**src/rtl/ps2_host_tx.sv**
```systemverilog
// Host-to-device PS/2 command transmitter: inhibit, request-to-send, 11-bit frame
// clocked out by the device, ACK sampling, and an overall transfer timeout.
module ps2_host_tx #(
  parameter int INHIBIT_CYCLES = 5000,
  parameter int TIMEOUT_CYCLES = 750000
) (
  input  logic       CLOCK_50,
  input  logic       reset,
  input  logic [7:0] tx_data,
  input  logic       tx_valid,
  output logic       tx_ready,
  input  logic       PS2_CLK,
  input  logic       PS2_DAT,
  output logic       ps2_clk_drive_low,
  output logic       ps2_dat_drive_low,
  output logic       done,
  output logic       ack_error,
  output logic       timeout
);

  localparam int IW = $clog2(INHIBIT_CYCLES) + 1;
  localparam int TW = $clog2(TIMEOUT_CYCLES) + 1;

  typedef enum logic [2:0] {IDLE, INHIBIT, REQ, SEND, WAIT_IDLE} state_t;

  state_t        state;
  logic [1:0]    clk_sync, dat_sync;
  logic          clk_prev;
  logic          fe;
  logic [10:0]   frame;
  logic [3:0]    idx;
  logic [IW-1:0] icnt;
  logic [TW-1:0] tcnt;
  logic          ack_bad;

  assign fe = clk_prev & ~clk_sync[1];

  always_ff @(posedge CLOCK_50) begin
    if (reset) begin
      state             <= IDLE;
      clk_sync          <= 2'b11;
      dat_sync          <= 2'b11;
      clk_prev          <= 1'b1;
      frame             <= '0;
      idx               <= '0;
      icnt              <= '0;
      tcnt              <= '0;
      ack_bad           <= 1'b0;
      tx_ready          <= 1'b1;
      ps2_clk_drive_low <= 1'b0;
      ps2_dat_drive_low <= 1'b0;
      done              <= 1'b0;
      ack_error         <= 1'b0;
      timeout           <= 1'b0;
    end else begin
      clk_sync  <= {clk_sync[0], PS2_CLK};
      dat_sync  <= {dat_sync[0], PS2_DAT};
      clk_prev  <= clk_sync[1];
      done      <= 1'b0;
      ack_error <= 1'b0;
      timeout   <= 1'b0;
      case (state)
        IDLE: begin
          if (tx_valid) begin
            // {stop, odd parity, data LSB-first, start}
            frame             <= {1'b1, ~^tx_data, tx_data, 1'b0};
            tx_ready          <= 1'b0;
            ps2_clk_drive_low <= 1'b1;
            icnt              <= '0;
            state             <= INHIBIT;
          end
        end
        INHIBIT: begin
          if (icnt == IW'(INHIBIT_CYCLES - 1)) begin
            ps2_dat_drive_low <= 1'b1;
            state             <= REQ;
          end else begin
            icnt <= icnt + 1'b1;
          end
        end
        REQ: begin
          ps2_clk_drive_low <= 1'b0;
          idx               <= '0;
          tcnt              <= '0;
          state             <= SEND;
        end
        SEND, WAIT_IDLE: begin
          // Abort takes priority over any edge seen in the same cycle.
          if (tcnt == TW'(TIMEOUT_CYCLES - 1)) begin
            ps2_clk_drive_low <= 1'b0;
            ps2_dat_drive_low <= 1'b0;
            timeout           <= 1'b1;
            tx_ready          <= 1'b1;
            state             <= IDLE;
          end else begin
            tcnt <= tcnt + 1'b1;
            if (state == SEND) begin
              if (fe) begin
                if (idx == 4'd10) begin
                  ack_bad           <= dat_sync[1];
                  ps2_dat_drive_low <= 1'b0;
                  state             <= WAIT_IDLE;
                end else begin
                  idx               <= idx + 4'd1;
                  ps2_dat_drive_low <= ~frame[idx + 4'd1];
                end
              end
            end else if (clk_sync[1] && dat_sync[1]) begin
              done      <= 1'b1;
              ack_error <= ack_bad;
              tx_ready  <= 1'b1;
              state     <= IDLE;
            end
          end
        end
        default: state <= IDLE;
      endcase
    end
  end

endmodule

```
**config.mk**
```make
export PLATFORM = sky130hd
export DESIGN_NAME = ps2_host_tx
export DESIGN_NICKNAME = d
export VERILOG_FILES = /design/src/rtl/ps2_host_tx.sv
export SDC_FILE = /design/constraint.sdc
export NUM_CORES = 1
export LEC_CHECK = 0
export CAP_MARGIN = 20
export CELL_PAD_IN_SITES_DETAIL_PLACEMENT = 1
export CELL_PAD_IN_SITES_GLOBAL_PLACEMENT = 1
export CORE_MARGIN = 8
export CORE_UTILIZATION = 40
export DETAILED_ROUTE_END_ITERATION = 10
export GPL_TIMING_DRIVEN = 0
export PLACE_DENSITY_LB_ADDON = 0.1
export SLEW_MARGIN = 20
export SYNTH_ARGS = -nofsm -noshare
export SYNTH_HDL_FRONTEND = slang
export SYNTH_SLANG_ARGS = --single-unit
```
**constraint.sdc**
```tcl
create_clock -name CLOCK_50 -period 2.4 [get_ports CLOCK_50]
set_clock_uncertainty 0.05 [all_clocks]
set_input_delay 0.48 -clock CLOCK_50 [delete_from_list [all_inputs] [get_ports CLOCK_50]]
set_output_delay 0.48 -clock CLOCK_50 [all_outputs]
set_load 0.1 [all_outputs]
```
==> results.json <==
{
  "whs_ns": 0.361,
  "netlist.area_leader.share_pct": 40.7,
  "p_leak_nw": 1.33,
  "yosys.area_share.simple_pct": 29.3,
  "post-route-min-period_ns": 2.32,
  "clk_pin_slew_ns": 0.08,
  "dieHeight_um": 105,
  "yosys_warnings": 0,
  "worst_pin_slew_ns": 0.980,
  "port_buffers": 17,
  "critPathLaunchType": "flop",
  "register_area_sq_mm": 0.00128,
  "cts_inserted_buffers": 9,
  "htree_levels": 3,
  "first_iter_violations": 115,
  "initial_utilization_pct": 40.9,
  "antenna_left": 0,
  "postSynthAreaPerCell_sq_um": 8.54,
  "route.met3.wl_um": 187,
  "yosysMostFrequentCell": "dfxtp_1",
  "synth_cell_type_count": 52,
  "synth.mux.area_fraction_pct": 1.67,
  "synth-xor-area-share_pct": 10.0,
  "rsz0062_at_grt": "no",
  "cp_top_family": "buffers and inverters",
  "drt_wl_total_um": 8010,
  "ioPinCount": 19,
  "cp_cell_sequence": "clkdlybuf4s50_1",
  "synth_flop_cell": "dfxtp_1",
  "crit_required_ns": 1.87,
  "place_hpwl_um": 5850,
  "insertion_delay_ns": 0.34,
  "finalHoldViolCount": 0,
  "synth_top_family_by_area": "simple AND/OR/NAND/NOR gates",
  "crit_arrival_ns": 1.79,
  "synth-seq-area-share_pct": 40.7,
  "synth-seq-cells": 64,
  "ys_async_sr_fraction_pct": 0,
  "drv_cap": 0,
  "root_buffer": "clkbuf_8",
  "dr_total_vias": 2721,
  "finalCritPeriodShare_pct": 96.8,
  "fill_cells": 925,
  "nets": 415,
  "core_sq_mm": 0.00769,
  "syn-cell-area_sq_mm": 0.00314,
  "wl_per_cell_um": 15.9,
  "grt_pass1_wl_um": 13800,
  "synthTopCellsByCount": "64 x dfxtp_1, 44 x nand2_1, 40 x nor2_1",
  "die_w_um": 105,
  "final_util_pct": 47.9,
  "clock-sinks": 64,
  "drt-met1-wl_um": 4080,
  "grt-ovfl-total": 0,
  "die-area_sq_mm": 0.0110,
  "gp_congestion": 0.801,
  "hold_buffers": 0,
  "highest_layer": "met4",
  "cellPowerDensity_mw_per_mm2": 829,
  "synth_fa_ha_area_share_pct": 1.59,
  "antenna_found_initial": 0,
  "finalSetupViolations": 0,
  "syn2layout_area_growth_pct": 17.0,
  "cp-end-kind": "primary output",
  "path_max_fanout": 1,
  "synth-edff-count": 0,
  "drive_gt1_share_pct": 10.9,
  "antenna_cells": 0,
  "fmaxAchievable_mhz": 430,
  "grt_usage_pct": 15.1,
  "synth_cells": 368,
  "avgViaCountPerCell": 5.39,
  "slowest_delay_ns": 1.13,
  "slew_headroom_pct": 34.4,
  "synth_top_area_cell": "dfxtp_1",
  "wl_met2_um": 3640,
  "syn-num-nets": 385,
  "multi_input_area_sq_mm": 0.00178,
  "hp-class": "reg2reg",
  "synthTopCellsByArea": "dfxtp_1 41%, nand2_1 5.3%, xnor2_1 5.0%",
  "cts_tree": "yes",
  "cts.path.max_buffers": 2,
  "grt_pass1_vias": 2789,
  "dr.pass1.iters": 4,
  "crit_buf_inv": 1,
  "synth_compound_area_share_pct": 13.6,
  "status": "finished clean",
  "ir_drop_mv": 0.448,
  "rows": 32,
  "drc": 0,
  "cp_slowest_cell": "clkdlybuf4s50_1",
  "grt_max_degree": 13,
  "crit_type": "reg2out",
  "drv_slew": 0
}
## path summary, 6_finish.rpt
path,endpoint,from,slack (ns),depth (start not counted)
min reg2reg,clk_sync[1],clk_sync[0],0.36,1
min,clk_sync[1],clk_sync[0],0.36,1
max reg2reg,icnt[10],icnt[0],0.17,7
max,ack_error,ack_error,0.08,1
## cell type report
cell class                 instances  share of cell area, %
clock inverter                     6                   1.87
sequential                        64                   34.8
buffer                            14                   1.77
clock buffer                      10                   3.74
multi-input combinational        282                   48.4
timing repair buffer              19                   5.13
inverter                           8                  0.816
tap                              102                   3.47
## sequential cells by signal, indices dropped and copies added (netlist names)
signal / count
icnt: 14
idx: 4
frame: 10
dat_sync: 2
timeout: 1
ack_error: 1
clk_sync: 2
ack_bad: 1
ps2_clk_drive_low: 1
state: 3
tcnt: 21
clk_prev: 1
ps2_dat_drive_low: 1
tx_ready: 1
done: 1
## per-stage QoR
stage	area, sq um	setup TNS [ns]	instances	setup slack (ns)	total power, mW
after floorplan	3140	0	368	0.492	1.87
after global placement	3440	-0.00683	487	-0.00683	2.10
after detailed placement	3440	-0.0207	487	-0.0159	2.11
after CTS	3660	-0.00852	503	-0.00852	3.08
after global routing	3680	0	505	0.0160	3.21
final	3680	0	505	0.0757	3.05
## layout by cell type (no fill, tap or decap), types with 2 or more instances in the layout
master / count
nand2b_1: 4
xnor2_1: 18
ha_1: 4
dlymetal6s2s_1: 2
clkbuf_8: 10
o211ai_1: 4
mux2i_1: 3
or3_1: 8
xor2_1: 18
clkdlybuf4s50_1: 14
a211oi_1: 3
nor4_1: 3
nor2_1: 40
inv_1: 8
nand3b_1: 3
nor4b_1: 2
o21ai_0: 14
clkinvlp_4: 4
nand2_1: 44
a211oi_2: 2
and4_1: 3
nor3_1: 4
or2_2: 7
and3_1: 7
clkbuf_1: 8
a21oi_1: 26
buf_4: 4
nor2b_1: 3
and2_1: 6
nand4_1: 10
dfxtp_1: 64
o2111ai_1: 4
buf_2: 3
nand3_1: 19
## worst register-to-register path, stage by stage (launching register included)
cell	delay, ns
dfxtp_1	0.44
ha_1	0.35
nand4_1	0.14
o41a_1	0.42
buf_2	0.23
o2111ai_1	0.25
xor2_1	0.17
nor2_1	0.05
## power by group
group	internal (mW)	total, mW	leakage, nW	switching [mW]
clock network	0.509	0.947	0.0907	0.438
registers	1.14	1.22	0.519	0.0791
logic	0.280	0.882	0.721	0.602
## timing repair
item | 4_1_cts | 5_1_grt
pin swaps | 0 | 1
resized for setup | 3 | 3
buffers inserted | 0 | 2
gates cloned | 0 | 0
setup endpoints to repair | 5 | 12
## layer usage
| metal | vias to the layer above | track usage, % |
|---|---|---|
| met4 | 0 | 4.99 |
| met5 | - | 0 |
| li1 | 1356 | - |
| met2 | 27 | 24.2 |
| met1 | 1330 | 19.6 |
| met3 | 8 | 3.56 |
## cell families (layout without fill, tap and decap cells)
kind of cell	after synthesis	after routing
fa+ha+maj	4	4
simple gates	173	173
mux	4	4
buf+inv	22	57
xor+xnor	36	36
flops	64	64
compound gates	65	65
(Power assumes the default switching activity.)
==> edit (config.mk and constraints unchanged) <==
Make the reset (`reset`) asynchronous in one clocked block.
--- a/src/rtl/ps2_host_tx.sv
+++ b/src/rtl/ps2_host_tx.sv
@@ -35,7 +35,7 @@
 
   assign fe = clk_prev & ~clk_sync[1];
 
-  always_ff @(posedge CLOCK_50) begin
+  always_ff @(posedge CLOCK_50 or posedge reset) begin
     if (reset) begin
       state             <= IDLE;
       clk_sync          <= 2'b11;
Function: differs if reset is asserted again (counterexample within 4 cycles, from zero or initial values and one cycle with reset high); with reset held inactive, the same outputs for 10 cycles.
==> edit against the original RTL <==
Setup slack better by 0.67 ps; sequential cell count stayed put; synthesized cell count grew 5.7%; final cell count rose by 6.5%; utilization shrank 0.88 points; area after synthesis grew 16%; final area increased by 16%; non-clock buffer count up 3; sequential share of layout area rose by 3.0 points; wire length increased by 21%.
Power is not compared: it rests on default switching activity, and its combinational part moved more than twofold at a synthesized area within 25%.
==> edit: results (changes against the original RTL) <==
[outcome]
outcome = finished clean

[clocking]
clkLatencyLatePin_ps = 350
cts_buffer_depth = 2  ; unchanged
worst_setup_hold_path_clk_slew_ps = 80  ; about the same
cts_inserted_buffers = 9  ; unchanged
cts-htree-levels = 3  ; unchanged
root_buffer = clkbuf_8

[global_routing]
globalRouteMet2Util_pct = 29.1  ; +4.9 points
antenna_found_initial = 0  ; unchanged
grt_overflow_total = 0  ; unchanged
global_route.usage.met1_pct = 19.5  ; -0.096 points
first_global_vias = 3298  ; +18%
grt_max_degree = 39  ; +26
globalRouteMet3Util_pct = 2.87  ; -0.69 points
grt_use_total_pct = 16.5  ; +1.4 points
grt_pass1_wl_um = 16700  ; +21%

[placement]
placedCellCount = 519  ; +6.6%
place.detailed.hpwl_um = 7000  ; +20%
io_buffer_count = 18  ; +1
routability_congestion_estimate_from_global_placement = 0.824  ; +2.8%

[layout]
n_fill_cell = 1047  ; +13%
antennaDiodeCount = 0  ; unchanged
post_layout_nonfiller_instances = 538  ; +6.5%
final_nets = 439  ; +5.8%
post_route_cells_drive_above_1_share_pct = 13.1  ; +2.2 points
largestRegisters = tcnt (21), icnt (14), frame (10)

[drt]
dr_wl_met3_um = 246  ; +32%
met2_wirelength_um = 4970  ; +37%
detailedRoute.firstIterationViolations = 126  ; +9.6%
dr_top_layer = met4
routed_wirelength_um = 9720  ; +21%
wirelength_met1_um = 4310  ; +5.5%
post_drt_via_cell_ratio = 5.76  ; +6.9%
dr.pass1.iters = 4  ; unchanged

[logic_synthesis]
muxShareOfSynthArea_pct = 5.88  ; +4.2 points
yosysSeqAreaShare_pct = 43.9  ; +3.2 points
postSynthNetCount = 406  ; +5.5%
post_synth_most_frequent_cells = 62 x nand2_1, 58 x dfrtp_1, 26 x nand3_1
synthesis.instances = 389  ; +5.7%
area_fraction_in_compound_gates_after_synthesis_pct = 15.2  ; +1.6 points
yosysUniqueCellTypes = 63  ; +21%
yosys.area_share.adder_pct = 1.37  ; -0.23 points
yosysWarningCount = 0  ; unchanged
synth-async-reset-ratio_pct = 100  ; +100 points
cells_taking_the_most_area_after_synthesis = dfrtp_1 40%, nand2_1 6.4%, mux2i_1 4.6%
yosys.area.top_type = dfrtp_1
yosys.area_share.xor_xnor_pct = 4.07  ; -6.0 points

[job]
drv_cap = 0  ; unchanged

[critical_path]
critPathArrivalTime_ps = 1790  ; about the same
critical_path_fanout_max = 1  ; unchanged
library_cell_contributing_the_largest_single_delay_on_the_critical_path = clkdlybuf4s50_1
critPathTopFamily = buffers and inverters
worstSetupPathType = flip-flop to output pin

[pwr]
static_leakage_nw = 1.87
vdd.ir_drop.worst_v = 0.000287

[sta]
setup_viol_count_final = 0  ; unchanged
worst_slew_pin_tran_ps = 965  ; -15.1 ps

[hold_path]
path_class_of_the_lowest_slack_min_delay_path = flip-flop to flip-flop

[edit: cell count changes in the layout (fill, tap and decap cells not counted), moves of 8 or more]
| cell | before | now |
|---|---|---|
| dfrtp_1 | 0 | 58 |
| mux2i_1 | 3 | 17 |
| nand2b_1 | 4 | 12 |
| a22oi_1 | 0 | 9 |
| nand2_1 | 44 | 62 |
| xor2_1 | 18 | 6 |
| nor2_1 | 40 | 24 |
| dfxtp_1 | 64 | 0 |
[edit: final cells by class]
type,instances,share of cell area (%)
clock buffers,11,3.55
clock inverters,5,1.29
repair buffers,22,5.20
plain buffers,14,1.73
flip-flops and latches,64,37.8
multi-input cells,298,46.0
inverters,13,1.20
well taps,111,3.26
[edit: logic make-up after synthesis]
family	after synthesis
buffers and inverters	27
AOI/OAI and AO/OA	79
muxes	20
and+or+nand+nor	178
adders and majority gates	4
DFF	64
xor gates and xnor gates	17
[edit: worst paths after layout]
path	cells after the start	endpoint	startpoint	slack [ps]
setup / recovery	1	done	done	80
hold reg to reg	0	dat_sync[1]	dat_sync[0]	310
hold / removal	0	dat_sync[1]	dat_sync[0]	310
max in group asynchronous	3	clk_sync[1]	reset	1280
min in group asynchronous	2	frame[9]	reset	420
setup reg to reg	7	tcnt[16]	tcnt[6]	130
[edit: timing repair]
item                       4_1_cts  5_1_grt
setup endpoints to repair       20       33
gates resized for setup          5       11
pin swaps                        1        1
setup buffers                    2        1
[edit: through the flow]
stage	area [um2]	worst slack, ps
2_1_floorplan	3660	282
3_3_place_gp	3980	-1070
3_5_place_dp	4000	-308
4_1_cts	4220	28.7
5_1_grt	4260	14.0
6_report	4260	76.4
[edit: where the power goes]
group	internal, W	switching, W
combinational	0.0000344	0.0000405
sequential	0.00109	0.00000185
clock	0.000533	0.000449
